$ cat src/rtl/game_flow_fsm.sv
// Match-level pong controller: menu/start, serve gating, scoring, winner
// detection and a frame-counted cool-down between a point and the next serve.
module game_flow_fsm #(
  parameter int unsigned WIN_SCORE          = 7,
  parameter int unsigned SERVE_DELAY_FRAMES = 60,
  parameter int unsigned SCORE_W            = 4
) (
  input  logic               clk65MHz,
  input  logic               rst,
  input  logic               end_of_frame,
  input  logic               btn_single,
  input  logic               btn_multi,
  input  logic               btn_serve,
  input  logic               point_player_1,
  input  logic               point_player_2,
  output logic               screen_idle,
  output logic               screen_multi,
  output logic               serve,
  output logic [SCORE_W-1:0] score_player_1,
  output logic [SCORE_W-1:0] score_player_2,
  output logic [1:0]         winner
);

  localparam int unsigned CNT_W =
    (SERVE_DELAY_FRAMES < 2) ? 1 : $clog2(SERVE_DELAY_FRAMES + 1);

  typedef enum logic [2:0] {
    S_IDLE,
    S_WAIT_SERVE,
    S_PLAY,
    S_COOLDOWN,
    S_GAME_OVER
  } state_t;

  state_t             state, state_n;
  logic [CNT_W-1:0]   cnt, cnt_n;
  logic               screen_idle_n, screen_multi_n, serve_n;
  logic [SCORE_W-1:0] score_player_1_n, score_player_2_n;
  logic [1:0]         winner_n;

  // Button history resets high so a button held through reset gives no edge.
  logic prev_single, prev_multi, prev_serve;
  logic edge_single, edge_multi, edge_serve;
  logic [SCORE_W-1:0] inc_1, inc_2;

  assign edge_single = btn_single & ~prev_single;
  assign edge_multi  = btn_multi  & ~prev_multi;
  assign edge_serve  = btn_serve  & ~prev_serve;
  assign inc_1       = score_player_1 + SCORE_W'(1);
  assign inc_2       = score_player_2 + SCORE_W'(1);

  always_ff @(posedge clk65MHz) begin
    if (rst) begin
      state          <= S_IDLE;
      cnt            <= '0;
      screen_idle    <= 1'b1;
      screen_multi   <= 1'b0;
      serve          <= 1'b0;
      score_player_1 <= '0;
      score_player_2 <= '0;
      winner         <= 2'b00;
      prev_single    <= 1'b1;
      prev_multi     <= 1'b1;
      prev_serve     <= 1'b1;
    end else begin
      state          <= state_n;
      cnt            <= cnt_n;
      screen_idle    <= screen_idle_n;
      screen_multi   <= screen_multi_n;
      serve          <= serve_n;
      score_player_1 <= score_player_1_n;
      score_player_2 <= score_player_2_n;
      winner         <= winner_n;
      prev_single    <= btn_single;
      prev_multi     <= btn_multi;
      prev_serve     <= btn_serve;
    end
  end

  always_comb begin
    state_n          = state;
    cnt_n            = cnt;
    screen_idle_n    = screen_idle;
    screen_multi_n   = screen_multi;
    serve_n          = 1'b0;
    score_player_1_n = score_player_1;
    score_player_2_n = score_player_2;
    winner_n         = winner;

    case (state)
      S_IDLE: begin
        if (edge_multi || edge_single) begin
          state_n          = S_WAIT_SERVE;
          screen_multi_n   = edge_multi;
          screen_idle_n    = 1'b0;
          score_player_1_n = '0;
          score_player_2_n = '0;
          winner_n         = 2'b00;
        end
      end
      S_WAIT_SERVE: begin
        if (edge_serve) begin
          state_n = S_PLAY;
          serve_n = 1'b1;
        end
      end
      S_PLAY: begin
        // Simultaneous points credit player 1 only.
        if (point_player_1) begin
          score_player_1_n = inc_1;
          if (inc_1 == SCORE_W'(WIN_SCORE)) begin
            state_n  = S_GAME_OVER;
            winner_n = 2'b01;
          end else begin
            state_n = S_COOLDOWN;
            cnt_n   = CNT_W'(SERVE_DELAY_FRAMES);
          end
        end else if (point_player_2) begin
          score_player_2_n = inc_2;
          if (inc_2 == SCORE_W'(WIN_SCORE)) begin
            state_n  = S_GAME_OVER;
            winner_n = 2'b10;
          end else begin
            state_n = S_COOLDOWN;
            cnt_n   = CNT_W'(SERVE_DELAY_FRAMES);
          end
        end
      end
      S_COOLDOWN: begin
        if (cnt == '0) begin
          state_n = S_WAIT_SERVE;
        end else if (end_of_frame) begin
          cnt_n = cnt - CNT_W'(1);
          if (cnt == CNT_W'(1)) state_n = S_WAIT_SERVE;
        end
      end
      S_GAME_OVER: begin
        if (edge_serve) begin
          state_n       = S_IDLE;
          screen_idle_n = 1'b1;
        end
      end
      default: begin
        state_n       = S_IDLE;
        screen_idle_n = 1'b1;
      end
    endcase
  end

endmodule
$ cat config.mk
export PLATFORM = sky130hd
export DESIGN_NAME = game_flow_fsm
export DESIGN_NICKNAME = d
export VERILOG_FILES = /design/src/rtl/game_flow_fsm.sv
export SDC_FILE = /design/constraint.sdc
export NUM_CORES = 1
export LEC_CHECK = 0
export CORE_ASPECT_RATIO = 1.5
export CORE_MARGIN = 5
export CORE_UTILIZATION = 45
export DETAILED_ROUTE_END_ITERATION = 12
export GPL_ROUTABILITY_DRIVEN = 1
export GPL_TIMING_DRIVEN = 0
export PLACE_DENSITY = 0.78
export SLEW_MARGIN = 5
export SYNTH_ARGS = -nofsm -noshare
export SYNTH_HDL_FRONTEND = slang
export SYNTH_SLANG_ARGS = --single-unit
$ cat constraint.sdc
create_clock -name clk65MHz -period 2.1 [get_ports clk65MHz]
set_input_delay 0.315 -clock clk65MHz [delete_from_list [all_inputs] [get_ports clk65MHz]]
set_output_delay 0.315 -clock clk65MHz [all_outputs]
set_load 0.005 [all_outputs]
==> results.py, run 1 <==
metrics = {
    "run_status": {
        "status": "finished clean",
    },
    "critical_path": {
        "startpoint_type": "flop",
        "critical_path.cell_chain": "ha_1 -> nor3b_1 -> o2111a_2 -> nor3_4 -> o221a_2",
        "worstSetupPathType": "flop to flop",
        "critPathBufInv": 0,
        "path_max_fanout": 8,
        "crit_slowest_cell": "dfxtp_1",
        "cp_data_arrival_time_ns": 2.02,
        "cp.required_ns": 2.27,
        "timing.critical_path.max_delay_family": "compound AO/OA/AOI/OAI gates",
        "end_kind": "flop",
        "slowest_delay_ns": 0.47,
        "r2r_slack_ns": 0.26,
    },
    "cts": {
        "post_cts_buffers": 0,
        "clk_path_buf_depth": 2,
        "clock-sinks": 25,
        "root_buffer": "clkbuf_8",
        "cts_tree": "yes",
        "numCtsBuffers": 3,
        "h-tree-depth": 1,
        "insertion_delay_ns": 0.28,
        "ctsResizeCount": 0,
        "hold_buffers": 0,
        "clk_pin_slew_ns": 0.09,
    },
    "global_route": {
        "grtUsageTotal": 0.1622,
        "antenna_found_initial": 0,
        "grt_pass1_vias": 1366,
        "grt-ovfl-total": 0,
        "grt_pass1_wl_um": 6016,
        "grt_max_degree": 14,
    },
    "detailed_routing": {
        "vias": 1409,
        "wire_per_inst_um": 14.64,
        "viasPerCell": 5.798,
        "wl_um": 3557,
        "drtPass1Iterations": 6,
        "drtAntennaViolNets": 0,
        "drc": 0,
        "drtIter0Drc": 80,
    },
    "logic_synthesis": {
        "synth_commonest_cells": "dfxtp_1, nor2_1, a21oi_1, o21ai_0, inv_1",
        "ys_seq_elements": 25,
        "ys_types": 50,
        "synth-edff-count": 0,
        "yosys-top-cells-area": "dfxtp_1, ha_1, nor2_1",
        "syn_inst": 179,
        "syn-cell-area_sq_mm": 0.001523,
        "ys_warn_count": 0,
        "seq_area_frac_synth": 0.3287,
        "synth-main-ff-cell": "dfxtp_1",
        "yosys.area.top_type": "dfxtp_1",
        "synth_top_area_frac": 0.3287,
        "synth_nets": 194,
        "yosysMostFrequentCell": "dfxtp_1",
        "syn_avg_cell_area_sq_um": 8.507,
        "synthArstFlopShare": 0,
    },
    "sta": {
        "period_minus_slack_ns": 1.844,
        "hold_viol": 0,
        "slew_headroom": 0.6719,
        "timing.final.crit_share": 0.8780,
        "tightestPinTransition_ns": 0.4922,
        "setup_viol_count_final": 0,
        "max_freq_mhz": 542.4,
        "final.setup.tns_ns": 0,
        "fin_skew_ns": 0.006415,
        "rsz0062_at_grt": "false",
        "slew_viol_final": 0,
    },
    "die": {
        "fp.dieH_um": 81.25,
        "die-area_sq_mm": 0.004671,
        "core_area_sq_mm": 0.003351,
        "die_w_um": 57.50,
        "rows": 26,
        "boundaryPins": 21,
        "initial_core_util": 0.4544,
    },
    "power_and_ir_drop": {
        "finalPower_uw": 998.5,
        "leakage_nw": 0.6494,
        "vdd_ir_drop_max_v": 0.0003733,
        "p_per_area_mw_per_mm2": 554.6,
    },
    "placed_design": {
        "dp.cells": 239,
        "hpwl_um": 2673,
        "gp_congestion": 0.8940,
        "portBuffers": 18,
    },
    "final_layout": {
        "drive_above_1_share": 0.1144,
        "num_antenna_cells": 0,
        "nNetsFinal": 217,
        "area_delta_synth_final_pct": 18.24,
        "fin_cells": 243,
    },
    "worst_hold_path": {
        "hold_path_class": "input port to flop",
    },
    "job": {
        "cap_viol_max_count": 0,
    },
}
## where the power goes
group	internal, mW	switching, mW	total (mW)
combinational	0.0870	0.105	0.192
sequential	0.492	0.0151	0.507
clock	0.136	0.163	0.299
total	0.715	0.283	0.999
## placed cells by master (no fill, tap or decap), types with 2 or more instances in the layout
master / netlist / routed
a211o_1: 2 / 2
nand3_1: 7 / 7
nor4b_1: 4 / 4
o31ai_1: 4 / 4
clkbuf_1: 3 / 4
a31oi_1: 6 / 6
dfxtp_1: 25 / 25
xor2_1: 2 / 2
nand4_1: 5 / 5
o221a_1: 3 / 3
clkdlybuf4s50_1: 0 / 18
or3_1: 2 / 2
a21o_1: 2 / 2
and2_1: 2 / 2
o211ai_1: 2 / 2
nor2b_1: 3 / 3
nor3_1: 6 / 6
clkbuf_8: 4 / 7
ha_1: 7 / 7
nor2_1: 18 / 18
a21oi_1: 12 / 12
or2_2: 3 / 3
inv_1: 10 / 10
and3_2: 2 / 2
o21ai_0: 12 / 12
nand2_1: 8 / 8
## worst paths after layout
path,start,to,cells past startpoint
worst max-delay path,score_player_1[0]$_SDFFE_PP0P_,cnt[4]$_SDFFE_PP0P_,5
worst min-delay path,point_player_1,score_player_1[2]$_SDFFE_PP0P_,3
worst max register to register,score_player_1[0]$_SDFFE_PP0P_,cnt[4]$_SDFFE_PP0P_,5
worst min register to register,winner[1]$_SDFFE_PP0P_,winner[1]$_SDFFE_PP0P_,2
## stage by stage
stage	utilization	setup WS [ns]	hold WS [ns]	instance area (sq um)
finish	0.5373	0.2562	0.3638	1800
global placement	0.5239	0.08737	0.4803	1755
global route	0.5373	0.07349	0.3912	1800
floorplan	-	0.4435	0.4216	1523
CTS	0.5373	0.2685	0.3600	1800
detailed placement	0.5239	0.04382	0.4816	1755
## state kept, by name, summed over array words and instances (netlist names)
name and flops:
prev_multi 1, winner 2, screen_multi 1, serve 1, score_player_2 4, state 3, cnt 6, screen_idle 1
score_player_1 4, prev_serve 1, prev_single 1
## per-layer routing
metal | track usage | vias up | wire (um)
li1 | - | 709 | -
met1 | 0.1979 | 661 | 1545
met2 | 0.2839 | 34 | 1828
met3 | 0.01431 | 5 | 122
met4 | 0.07425 | 0 | 61
met5 | 0 | - | 0
## tightest hold or removal path: cells and delay by family
family          cells  cell delay, ns
simple gates        1            0.08
compound gates      1            0.06
buf+inv             1            0.14
## kinds of logic after synthesis
| kind of cell | Yosys count | synth area share |
|---|---|---|
| fa+ha+maj | 7 | 0.05752 |
| flops | 25 | 0.3287 |
| buf+inv | 18 | 0.07313 |
| xor+xnor | 2 | 0.01151 |
| simple gates | 74 | 0.2925 |
| mux | 1 | 0.006574 |
| compound gates | 52 | 0.2301 |
## area by class of cell
type	instances	area, sq um
fill	314	1550
inverter	10	37.54
tap	42	52.55
multi-input combinational	136	910.9
buffer	8	73.82
timing repair buffer	18	180.2
clock buffer	4	45.04
sequential	25	500.5
(Power assumes the default switching activity.)
==> run 2, diff against run 1 <==
REMOVE_ABC_BUFFERS = 1   (was unset)
==> run 2 against run 1 <==
Compared with the run above: sequential cell count did not move; hold slack improved by 0.12 ns; first-iteration DRC count fell by 59%; clock power fell by 4%; die area did not move; sequential share of layout area rose by 0.91 points; wire length fell by 11%; core utilization fell by 1.6 points; critical path type is now input port to flop; largest power group unchanged.
==> results.py, run 2 (synthesis results as in run 1) <==
metrics = {
    "run_status": {
        "status": "finished clean",
    },
    "detailed_routing": {
        "wl_um": 3180,
        "drtPass1Iterations": 4,
        "drc": 0,
        "highest_layer": "met4",
        "wl_met1_um": 1382,
        "viasPerCell": 5.726,
        "drtIter0Drc": 33,
        "wl_met2_um": 1650,
        "wire_per_inst_um": 13.42,
        "route.met3.wl_um": 79,
        "vias": 1357,
        "drtAntennaViolNets": 0,
    },
    "cts": {
        "cts_tree": "yes",
        "hold_buffers": 0,
        "insertion_delay_ns": 0.27,
        "h-tree-depth": 1,
        "numCtsBuffers": 3,
        "clock-sinks": 25,
        "clk_pin_slew_ns": 0.09,
        "clk_path_buf_depth": 2,
        "root_buffer": "clkbuf_8",
    },
    "placed_design": {
        "gp_congestion": 0.8579,
        "portBuffers": 20,
        "hpwl_um": 2353,
        "placed_area_sq_mm": 0.001702,
    },
    "critical_path": {
        "cp.required_ns": 2.32,
        "r2r_slack_ns": 0.22,
        "cp_data_arrival_time_ns": 2.15,
        "startpoint": "point_player_1",
        "end_kind": "flop",
        "path_max_fanout": 10,
        "worstSetupPathType": "input port to flop",
        "startpoint_type": "input port",
        "r2r-start": "score_player_1[0]$_SDFFE_PP0P_",
    },
    "final_layout": {
        "num_antenna_cells": 0,
        "drive_above_1_share": 0.09744,
        "reg_top3": "cnt x6, score_player_1 x4, score_player_2 x4",
        "area_delta_synth_final_pct": 14.79,
        "final_common_cell": "dfxtp_1",
        "largest_reg_flops": 6,
        "fin_area_sq_mm": 0.001748,
        "final_cell_mix": "dfxtp_1, clkdlybuf4s50_1, nor2_1",
        "largest-register": "cnt",
        "nNetsFinal": 211,
        "nFillCells": 326,
    },
    "global_route": {
        "grt-ovfl-total": 0,
        "antenna_found_initial": 0,
        "grt_pass1_vias": 1334,
        "grt_pass1_wl_um": 5871,
        "grtUsageTotal": 0.1546,
        "grt_max_degree": 26,
    },
    "sta": {
        "tightestPinTransition_ns": 0.9302,
        "max_freq_mhz": 517.2,
        "rsz0062_at_grt": "false",
        "slew_viol_final": 0,
        "slew_headroom": 0.3779,
        "timing.final.crit_share": 0.9207,
        "setup_viol_count_final": 0,
        "period_minus_slack_ns": 1.933,
        "hold_viol": 0,
        "final.setup.tns_ns": 0,
        "fin_skew_ns": 0.003775,
    },
    "die": {
        "boundaryPins": 21,
        "rows": 26,
        "fp.dieH_um": 81.25,
        "core_area_sq_mm": 0.003351,
        "initial_core_util": 0.4544,
        "die-area_sq_mm": 0.004671,
        "die_w_um": 57.50,
    },
    "power_and_ir_drop": {
        "vdd_ir_drop_max_v": 0.0003664,
        "p_per_area_mw_per_mm2": 554.0,
        "leakage_nw": 0.6205,
    },
    "job": {
        "cap_viol_max_count": 0,
    },
    "worst_hold_path": {
        "hold_path_class": "flop to flop",
        "hp-start": "winner[1]$_SDFFE_PP0P_",
    },
}
## run 2: cell types whose count changed in the layout (fill, tap and decap cells not counted)
| cell | previous run | this run |
|---|---|---|
| clkbuf_8 | 7 | 3 |
| clkbuf_1 | 4 | 1 |
| clkdlybuf4s50_1 | 18 | 20 |
| buf_4 | 1 | 0 |
| dfxtp_1 | 25 | 24 |
| dfxtp_2 | 0 | 1 |
## run 2: routing by layer
metal	global-route usage	vias to the layer above
met1	0.1929	632
li1	-	693
met5	0	-
met3	0.02226	7
met4	0.06265	0
met2	0.2636	25
## run 2: repair_timing
item                                    in CTS  in global routing
setup buffers                                0                  0
resized for setup                            0                  1
endpoints found under the setup margin       0                  6
## run 2: critical path, cell delays in order
cell             delay [ns]
clkdlybuf4s50_1        0.67
o31ai_1                0.16
a31oi_1                0.19
nand2_1                0.21
nor3_4                 0.36
o221a_2                0.24
## run 2: final cells by class
cell class | instances | area, sq um | share of cell area
inverter | 10 | 37.54 | 0.02147
clock buffer | 4 | 45.04 | 0.02577
multi-input combinational | 136 | 910.9 | 0.5211
timing repair buffer | 20 | 200.2 | 0.1145
tap | 42 | 52.55 | 0.03006
sequential | 25 | 501.7 | 0.2870
## run 2: worst paths after layout
kind,endpoint,cells past startpoint
max,cnt[4]$_SDFFE_PP0P_,6
min,winner[1]$_SDFFE_PP0P_,2
max reg2reg,cnt[4]$_SDFFE_PP0P_,5
min reg2reg,winner[1]$_SDFFE_PP0P_,2
## run 2: where the power goes
group | total, mW | switching, mW | internal, mW
registers | 0.522 | 0.0298 | 0.492
clock network | 0.286 | 0.150 | 0.136
logic | 0.160 | 0.0851 | 0.0753
total | 0.968 | 0.265 | 0.703
## run 2: stage by stage
step                      hold WS (ns)  power, mW  setup slack, ns  cells  utilization
after floorplan                 0.3774     0.6287           0.4435    171            -
after global placement          0.4803     0.6907          -0.1018    233       0.5078
after CTS                       0.4900     0.9736           0.1815    237       0.5213
after detailed placement        0.4774     0.6923         -0.09823    233       0.5078
after global routing            0.5337      1.027          0.02866    237       0.5217
final                           0.4797     0.9683           0.1665    237       0.5217
